==> config.mk <==
export PLATFORM = sky130hd
export DESIGN_NAME = acc_cpu_core_flat
export DESIGN_NICKNAME = d
export VERILOG_FILES = /design/src/rtl/acc_cpu_pkg.sv /design/src/rtl/acc_cpu_core_if.sv /design/src/rtl/acc_cpu_regfile.sv /design/src/rtl/acc_cpu_core.sv /design/src/flat_wrapper.sv
export SDC_FILE = /design/constraint.sdc
export NUM_CORES = 1
export LEC_CHECK = 0
export CORE_MARGIN = 4
export CORE_UTILIZATION = 40
export CTS_CLUSTER_SIZE = 28
export DETAILED_ROUTE_END_ITERATION = 6
export PLACE_DENSITY = 0.57
export SKIP_CTS_REPAIR_TIMING = 1
export SLEW_MARGIN = 20
export SYNTH_ARGS = -nofsm -noshare
export SYNTH_HDL_FRONTEND = slang
export SYNTH_SLANG_ARGS = --single-unit
==> constraint.sdc <==
create_clock -name clk -period 4.01 [get_ports clk]
set_clock_uncertainty 0.2 [all_clocks]
set_input_delay 1.203 -clock clk [delete_from_list [all_inputs] [get_ports clk]]
set_output_delay 1.203 -clock clk [all_outputs]
set_load 0.005 [all_outputs]
==> src/rtl/acc_cpu_pkg.sv <==
// Shared types for the accumulator CPU core: opcode encoding, sequencer states
// and the opcode field width.
package acc_cpu_pkg;

    localparam int OPC_W = 4;

    typedef enum logic [OPC_W-1:0] {
        OP_NOP  = 4'h0,
        OP_LDI  = 4'h1,
        OP_LDR  = 4'h2,
        OP_STR  = 4'h3,
        OP_ADD  = 4'h4,
        OP_SUB  = 4'h5,
        OP_AND  = 4'h6,
        OP_XOR  = 4'h7,
        OP_JMP  = 4'h8,
        OP_JZ   = 4'h9,
        OP_MUL  = 4'hA,
        OP_HALT = 4'hF
    } opcode_t;

    typedef enum logic [1:0] {
        ST_FETCH   = 2'd0,
        ST_DECODE  = 2'd1,
        ST_EXECUTE = 2'd2,
        ST_HALT    = 2'd3
    } state_e;

endpackage

==> src/rtl/acc_cpu_core_if.sv <==
// Instruction-fetch bus between the core (master) and instruction memory (slave).
// Handshake: a word transfers on a rising clk edge where fetch_req (ready) and instr_valid are both 1.
interface acc_cpu_core_if #(
    parameter int OPERAND_W = 4,
    parameter int PC_W      = 8
);
    logic [acc_cpu_pkg::OPC_W+OPERAND_W-1:0] instr;
    logic                                    instr_valid;
    logic                                    fetch_req;
    logic [PC_W-1:0]                         instr_addr;

    modport master (input instr, input instr_valid, output fetch_req, output instr_addr);
    modport slave  (output instr, output instr_valid, input fetch_req, input instr_addr);
endinterface

==> src/rtl/acc_cpu_regfile.sv <==
// Register file: one combinational read port, one synchronous write port, async clear.
// Indices at or above NUM_REGS read as zero and silently drop writes.
module acc_cpu_regfile #(
    parameter int DATA_W    = 8,
    parameter int NUM_REGS  = 16,
    parameter int OPERAND_W = 4
) (
    input  logic                 i_clk,
    input  logic                 i_rst_n,
    input  logic [OPERAND_W-1:0] i_rd_addr,
    output logic [DATA_W-1:0]    o_rd_data,
    input  logic                 i_wr_en,
    input  logic [OPERAND_W-1:0] i_wr_addr,
    input  logic [DATA_W-1:0]    i_wr_data
);
    logic [DATA_W-1:0] r_mem [NUM_REGS];

    // Full-width index match per entry so no out-of-range index ever aliases onto a real register.
    always_comb begin
        o_rd_data = '0;
        for (int i = 0; i < NUM_REGS; i++) begin
            if (i_rd_addr == OPERAND_W'(i)) o_rd_data = r_mem[i];
        end
    end

    always_ff @(posedge i_clk or negedge i_rst_n) begin
        if (!i_rst_n) begin
            for (int i = 0; i < NUM_REGS; i++) r_mem[i] <= '0;
        end else begin
            for (int i = 0; i < NUM_REGS; i++) begin
                if (i_wr_en && (i_wr_addr == OPERAND_W'(i))) r_mem[i] <= i_wr_data;
            end
        end
    end
endmodule

==> src/rtl/acc_cpu_core.sv <==
// Multi-cycle accumulator CPU core (FETCH/DECODE/EXECUTE/HALT) with PC, flags and branches.
// Define ACC_CPU_MUL_EN to make opcode A a multiply; otherwise it executes as NOP.
module acc_cpu_core
    import acc_cpu_pkg::*;
#(
    parameter int DATA_W    = 8,
    parameter int OPERAND_W = 4,
    parameter int NUM_REGS  = 16,
    parameter int PC_W      = 8
) (
    input  logic                  clk,
    input  logic                  reset,
    acc_cpu_core_if.master        fetch_if,
    output logic [DATA_W-1:0]     acc_out,
    output logic                  zero_flag,
    output logic                  carry_flag,
    output logic                  halted,
    output state_e                o_dbg_state
);
    state_e                      r_state;
    logic [PC_W-1:0]             r_pc;
    logic [OPC_W+OPERAND_W-1:0]  r_ir;
    logic [DATA_W-1:0]           r_opnd;
    logic [DATA_W-1:0]           r_acc;
    logic                        r_zero;
    logic                        r_carry;

    state_e                      w_state_nxt;
    logic                        w_fetch_req;
    logic                        w_halted;
    logic                        w_hs;
    opcode_t                     w_opcode;
    logic [OPERAND_W-1:0]        w_operand;
    logic [DATA_W-1:0]           w_rd_data;
    logic [DATA_W:0]             w_sum;
    logic [DATA_W:0]             w_diff;
    logic                        w_acc_we;
    logic [DATA_W-1:0]           w_acc_nxt;
    logic                        w_carry_we;
    logic                        w_carry_nxt;
    logic                        w_rf_we;
    logic                        w_pc_load;

    assign w_opcode  = opcode_t'(r_ir[OPC_W+OPERAND_W-1 -: OPC_W]);
    assign w_operand = r_ir[OPERAND_W-1:0];
    assign w_hs      = w_fetch_req && fetch_if.instr_valid;
    assign w_sum     = {1'b0, r_acc} + {1'b0, r_opnd};
    assign w_diff    = {1'b0, r_acc} - {1'b0, r_opnd};

`ifdef ACC_CPU_MUL_EN
    logic [DATA_W-1:0] w_mul;
    assign w_mul = r_acc * r_opnd;
`endif

    always_ff @(posedge clk or negedge reset) begin
        if (!reset) r_state <= ST_FETCH;
        else        r_state <= w_state_nxt;
    end

    // Ready is gated by reset so it stays low while reset is held.
    always_comb begin
        w_state_nxt = r_state;
        w_fetch_req = 1'b0;
        w_halted    = 1'b0;
        case (r_state)
            ST_FETCH: begin
                w_fetch_req = reset;
                if (reset && fetch_if.instr_valid) w_state_nxt = ST_DECODE;
            end
            ST_DECODE:  w_state_nxt = ST_EXECUTE;
            ST_EXECUTE: w_state_nxt = (w_opcode == OP_HALT) ? ST_HALT : ST_FETCH;
            ST_HALT:    w_halted    = 1'b1;
            default:    w_state_nxt = ST_FETCH;
        endcase
    end

    always_comb begin
        w_acc_we    = 1'b0;
        w_acc_nxt   = r_acc;
        w_carry_we  = 1'b0;
        w_carry_nxt = r_carry;
        w_rf_we     = 1'b0;
        w_pc_load   = 1'b0;
        if (r_state == ST_EXECUTE) begin
            case (w_opcode)
                OP_LDI: begin w_acc_we = 1'b1; w_acc_nxt = DATA_W'(w_operand); end
                OP_LDR: begin w_acc_we = 1'b1; w_acc_nxt = r_opnd; end
                OP_STR: w_rf_we = 1'b1;
                OP_ADD: begin
                    w_acc_we    = 1'b1;
                    w_acc_nxt   = w_sum[DATA_W-1:0];
                    w_carry_we  = 1'b1;
                    w_carry_nxt = w_sum[DATA_W];
                end
                OP_SUB: begin
                    w_acc_we    = 1'b1;
                    w_acc_nxt   = w_diff[DATA_W-1:0];
                    w_carry_we  = 1'b1;
                    w_carry_nxt = w_diff[DATA_W];
                end
                OP_AND: begin w_acc_we = 1'b1; w_acc_nxt = r_acc & r_opnd; end
                OP_XOR: begin w_acc_we = 1'b1; w_acc_nxt = r_acc ^ r_opnd; end
                OP_JMP: w_pc_load = 1'b1;
                OP_JZ:  w_pc_load = r_zero;
`ifdef ACC_CPU_MUL_EN
                OP_MUL: begin w_acc_we = 1'b1; w_acc_nxt = w_mul; end
`endif
                default: ;
            endcase
        end
    end

    always_ff @(posedge clk or negedge reset) begin
        if (!reset) begin
            r_pc    <= '0;
            r_ir    <= '0;
            r_opnd  <= '0;
            r_acc   <= '0;
            r_zero  <= 1'b1;
            r_carry <= 1'b0;
        end else begin
            if (w_hs) begin
                r_ir <= fetch_if.instr;
                r_pc <= r_pc + PC_W'(1);
            end
            if (r_state == ST_DECODE) r_opnd <= w_rd_data;
            // A taken branch in EXECUTE overrides the increment done during FETCH.
            if (w_pc_load) r_pc <= PC_W'(w_operand);
            if (w_acc_we) begin
                r_acc  <= w_acc_nxt;
                r_zero <= (w_acc_nxt == '0);
            end
            if (w_carry_we) r_carry <= w_carry_nxt;
        end
    end

    acc_cpu_regfile #(
        .DATA_W    (DATA_W),
        .NUM_REGS  (NUM_REGS),
        .OPERAND_W (OPERAND_W)
    ) u_regfile (
        .i_clk     (clk),
        .i_rst_n   (reset),
        .i_rd_addr (w_operand),
        .o_rd_data (w_rd_data),
        .i_wr_en   (w_rf_we),
        .i_wr_addr (w_operand),
        .i_wr_data (r_acc)
    );

    assign fetch_if.fetch_req  = w_fetch_req;
    assign fetch_if.instr_addr = r_pc;
    assign acc_out             = r_acc;
    assign zero_flag           = r_zero;
    assign carry_flag          = r_carry;
    assign halted              = w_halted;
    assign o_dbg_state         = r_state;
endmodule

==> src/flat_wrapper.sv <==
// flat-port wrapper written by rule: the top's interface ports become plain ports
module acc_cpu_core_flat import acc_cpu_pkg::*;
#(
    parameter int DATA_W    = 8,
    parameter int OPERAND_W = 4,
    parameter int NUM_REGS  = 16,
    parameter int PC_W      = 8
)
  (clk, reset, acc_out, zero_flag, carry_flag, halted, o_dbg_state, fetch_if_instr, fetch_if_instr_valid, fetch_if_fetch_req, fetch_if_instr_addr);
  acc_cpu_core_if #(.OPERAND_W(OPERAND_W), .PC_W(PC_W)) fetch_if_i ();
  input  logic clk;
  input  logic reset;
  output logic [DATA_W-1:0] acc_out;
  output logic zero_flag;
  output logic carry_flag;
  output logic halted;
  output state_e o_dbg_state;
  input wire logic [$bits(fetch_if_i.instr)-1:0] fetch_if_instr;
  input wire logic [$bits(fetch_if_i.instr_valid)-1:0] fetch_if_instr_valid;
  output wire logic [$bits(fetch_if_i.fetch_req)-1:0] fetch_if_fetch_req;
  output wire logic [$bits(fetch_if_i.instr_addr)-1:0] fetch_if_instr_addr;
  assign fetch_if_i.instr = fetch_if_instr;
  assign fetch_if_i.instr_valid = fetch_if_instr_valid;
  assign fetch_if_fetch_req = fetch_if_i.fetch_req;
  assign fetch_if_instr_addr = fetch_if_i.instr_addr;
  acc_cpu_core #(.DATA_W(DATA_W), .OPERAND_W(OPERAND_W), .NUM_REGS(NUM_REGS), .PC_W(PC_W)) u_core (.clk(clk), .reset(reset), .fetch_if(fetch_if_i), .acc_out(acc_out), .zero_flag(zero_flag), .carry_flag(carry_flag), .halted(halted), .o_dbg_state(o_dbg_state));
endmodule
==> impl_metrics.json <==
{
  "run_status": "completed",
  "max-cap-violations": 0,
  "synth-async-reset-ratio": 1.00,
  "grt_setup_unrepaired": "false",
  "hpwlAfterDp_um": 16200,
  "chipWidth_um": 156,
  "netlist_area_um2": 8810,
  "htreeDepth": 4,
  "synth_enable_flop_cells": 0,
  "complex_gate_fraction_of_the_synthesized_area": 0.125,
  "criticalPathCategory": "in2out",
  "grt_first_pass_wirelength_um": 38300,
  "final.setup.worst_slack_ps": 705,
  "vias_in_the_first_global_route": 6485,
  "relative_area_change_from_synthesis_to_final_layout_pct": 14.3,
  "slew_viol_final": 0,
  "globalRoute.totalOverflow": 0,
  "postSynthAreaPerCell_um2": 11.6,
  "worstSetupEndpointType": "output pin",
  "post-place-ws_ps": 693,
  "worstMarginPinSlew_ps": 974,
  "final_layout_size_suffix_gt1_frac": 0.304,
  "fp-row-count": 54,
  "layout.filler_cells": 2012,
  "violation_count_after_the_first_detailed_route_iteration": 328,
  "hold_path_class": "reg2reg",
  "critical_path.startpoint_type": "primary input",
  "cell_count_after_synthesis": 760,
  "num_vias": 6327,
  "peakVddDrop_uv": 386,
  "maxClockFrequency_mhz": 303,
  "synth.mux.area_fraction": 0.224,
  "place_congestion": 0.880,
  "detail_route.drc_violations": 0,
  "clk-insertion-delay-late_ps": 430,
  "critical_path_peak_fanout": 2,
  "clk_pin_slew_worst_paths_ps": 70,
  "yosys.area_share.xor_xnor": 0.0109,
  "placement.io_buffers": 32,
  "final_min_period_over_clock_period": 0.824,
  "drt-wirelength-per-cell_um": 22.4,
  "die_y_um": 156,
  "finalHoldViolCount": 0,
  "initial_cell_density_of_the_core": 0.405,
  "leakage_nw": 4.49,
  "yosys_register_bits": 164,
  "cp_data_arrival_time_ps": 1900,
  "antenna-diode-count": 0,
  "die-area_um2": 24500,
  "clock_tree_from_tritoncts": "built",
  "finalSetupViolations": 0,
  "timing.slew.headroom": 0.351,
  "worstPathRequired_ps": 2610,
  "finalWirelength_um": 24200,
  "number_of_routed_nets_with_antenna_violations": 0,
  "first_pass_iters": 4,
  "main_flop_type_after_synthesis": "sky130_fd_sc_hd__dfrtp_1",
  "antenna_found_initial": 0,
  "synth_top_family_by_area": "multiplexers",
  "boundaryPins": 33,
  "tns_ps": 0,
  "max-clock-path-buffers": 2,
  "mappedNetlistNets": 794,
  "ys.warnings.count": 0,
  "period_minus_slack_ps": 3310,
  "power.density_cell_area_nw_per_um2": 672,
  "core-area_um2": 21800,
  "cts_buffers": 17,
  "simple_logic_cell_fraction_of_the_synthesized_area": 0.101,
  "via_per_inst": 5.86,
  "root_buffer": "sky130_fd_sc_hd__clkbuf_16",
  "final_net_count": 821,
  "synth.lib_cells_used.distinct": 79,
  "synth_sequential_area_ratio": 0.466,
  "final_core_util": 0.463,
  "tritoncts_num_sinks": 164,
  "global_route.usage.total": 0.203,
  "post_synth_fa_ha_maj_area_fraction": 0.0344,
  "maximum_number_of_pins_on_one_net_before_global_route_repair": 167
}
==> synth_stat cells (all sizes together) (13+ instances only) <==
| cell type | count | area share |
|---|---|---|
| a21oi | 30 | 0.017 |
| buf | 22 | 0.014 |
| clkbuf | 27 | 0.012 |
| dfrtp | 163 | 0.46 |
| ha | 21 | 0.030 |
| inv | 26 | 0.011 |
| mux2 | 138 | 0.18 |
| mux2i | 13 | 0.015 |
| mux4 | 13 | 0.033 |
| nand2 | 44 | 0.019 |
| nor2 | 41 | 0.018 |
| nor3 | 21 | 0.018 |
| o21ai | 43 | 0.024 |
==> critical path: stages <==
cell	delay, ps
sky130_fd_sc_hd__buf_6	90
sky130_fd_sc_hd__and2_1	120
sky130_fd_sc_hd__clkdlybuf4s50_1	490
==> logic make-up after synthesis <==
logic type / after synthesis
AOI/OAI and AO/OA: 159
DFF: 164
buffers and inverters: 76
xor gates and xnor gates: 11
and+or+nand+nor: 163
muxes: 164
adders and majority gates: 23
==> power breakdown <==
| part | total [mW] | internal [mW] | switching (mW) | leakage [nW] |
|---|---|---|---|---|
| Combinational | 2.79 | 1.08 | 1.71 | 1.96 |
| Sequential | 2.26 | 1.87 | 0.385 | 2.23 |
| Clock | 1.72 | 1.01 | 0.711 | 0.303 |
==> routing by layer <==
metal	track usage	up-vias	wire length, µm
met5	0	-	0
met2	0.339	167	11900
met3	0.0360	21	1180
met1	0.281	3298	10800
li1	-	2841	-
met4	0.0405	0	240
==> path summary, 6_finish.rpt <==
| check | startpoint | endpoint | slack (ps) | cells after the start |
|---|---|---|---|---|
| worst max-delay path | reset | fetch_if_fetch_req | 700 | 3 |
| worst min-delay path | u_core.carry_flag$_DFFE_PN0P_ | u_core.carry_flag$_DFFE_PN0P_ | 300 | 2 |
| worst max register to register | u_core.r_opnd[1]$_DFFE_PN0P_ | u_core.acc_out[7]$_DFFE_PN0P_ | 910 | 9 |
| worst min register to register | u_core.carry_flag$_DFFE_PN0P_ | u_core.carry_flag$_DFFE_PN0P_ | 300 | 2 |
| max in group asynchronous | reset | u_core.u_regfile.r_mem[113]$_DFFE_PN0P_ | 2170 | 2 |
| min in group asynchronous | reset | u_core.acc_out[4]$_DFFE_PN0P_ | 690 | 2 |
==> sequential cells by signal, indices dropped and copies added (netlist names) <==
register,count
u_core.r_ir,8
u_core.acc_out,8
u_core.fetch_if.instr_addr,8
u_core.r_opnd,8
u_core.zero_flag,1
u_core.o_dbg_state,2
u_core.carry_flag,1
u_core.u_regfile.r_mem,128
==> cell type report <==
cell class | instances | area (µm²) | area share
timing repair buffer | 57 | 522 | 0.0518
tap | 280 | 350 | 0.0348
clock buffer | 18 | 439 | 0.0436
sequential | 164 | 4110 | 0.408
inverter | 27 | 101 | 0.0101
multi-input combinational | 520 | 4370 | 0.434
clock inverter | 14 | 173 | 0.0172
==> per-stage QoR <==
step                total power [mW]  cell area, µm²  hold slack, ps  cells
detailed placement              5.06            9450             279   1048
finish                          6.76           10100             303   1080
global route                    7.16           10100             321   1080
global placement                5.01            9450             272   1048
CTS                             6.78           10100             295   1080
floorplan                       4.00            8810             270    760
==> layout by cell type, fill, tap and decap left out, types with 11 or more instances in the layout <==
| master | synthesis | routed |
|---|---|---|
| sky130_fd_sc_hd__mux4_2 | 13 | 13 |
| sky130_fd_sc_hd__o21ai_0 | 43 | 43 |
| sky130_fd_sc_hd__clkbuf_16 | 0 | 17 |
| sky130_fd_sc_hd__a21oi_1 | 30 | 30 |
| sky130_fd_sc_hd__ha_1 | 21 | 21 |
| sky130_fd_sc_hd__nand2_1 | 43 | 43 |
| sky130_fd_sc_hd__nor3_1 | 11 | 11 |
| sky130_fd_sc_hd__mux2i_1 | 13 | 13 |
| sky130_fd_sc_hd__dfrtp_1 | 163 | 161 |
| sky130_fd_sc_hd__nand2b_1 | 11 | 11 |
| sky130_fd_sc_hd__mux2_2 | 138 | 138 |
| sky130_fd_sc_hd__buf_4 | 4 | 24 |
| sky130_fd_sc_hd__o211ai_1 | 12 | 12 |
| sky130_fd_sc_hd__nor2_1 | 38 | 38 |
| sky130_fd_sc_hd__inv_1 | 25 | 25 |
| sky130_fd_sc_hd__clkdlybuf4s50_1 | 0 | 31 |
Power figures use the tool's default switching activity.
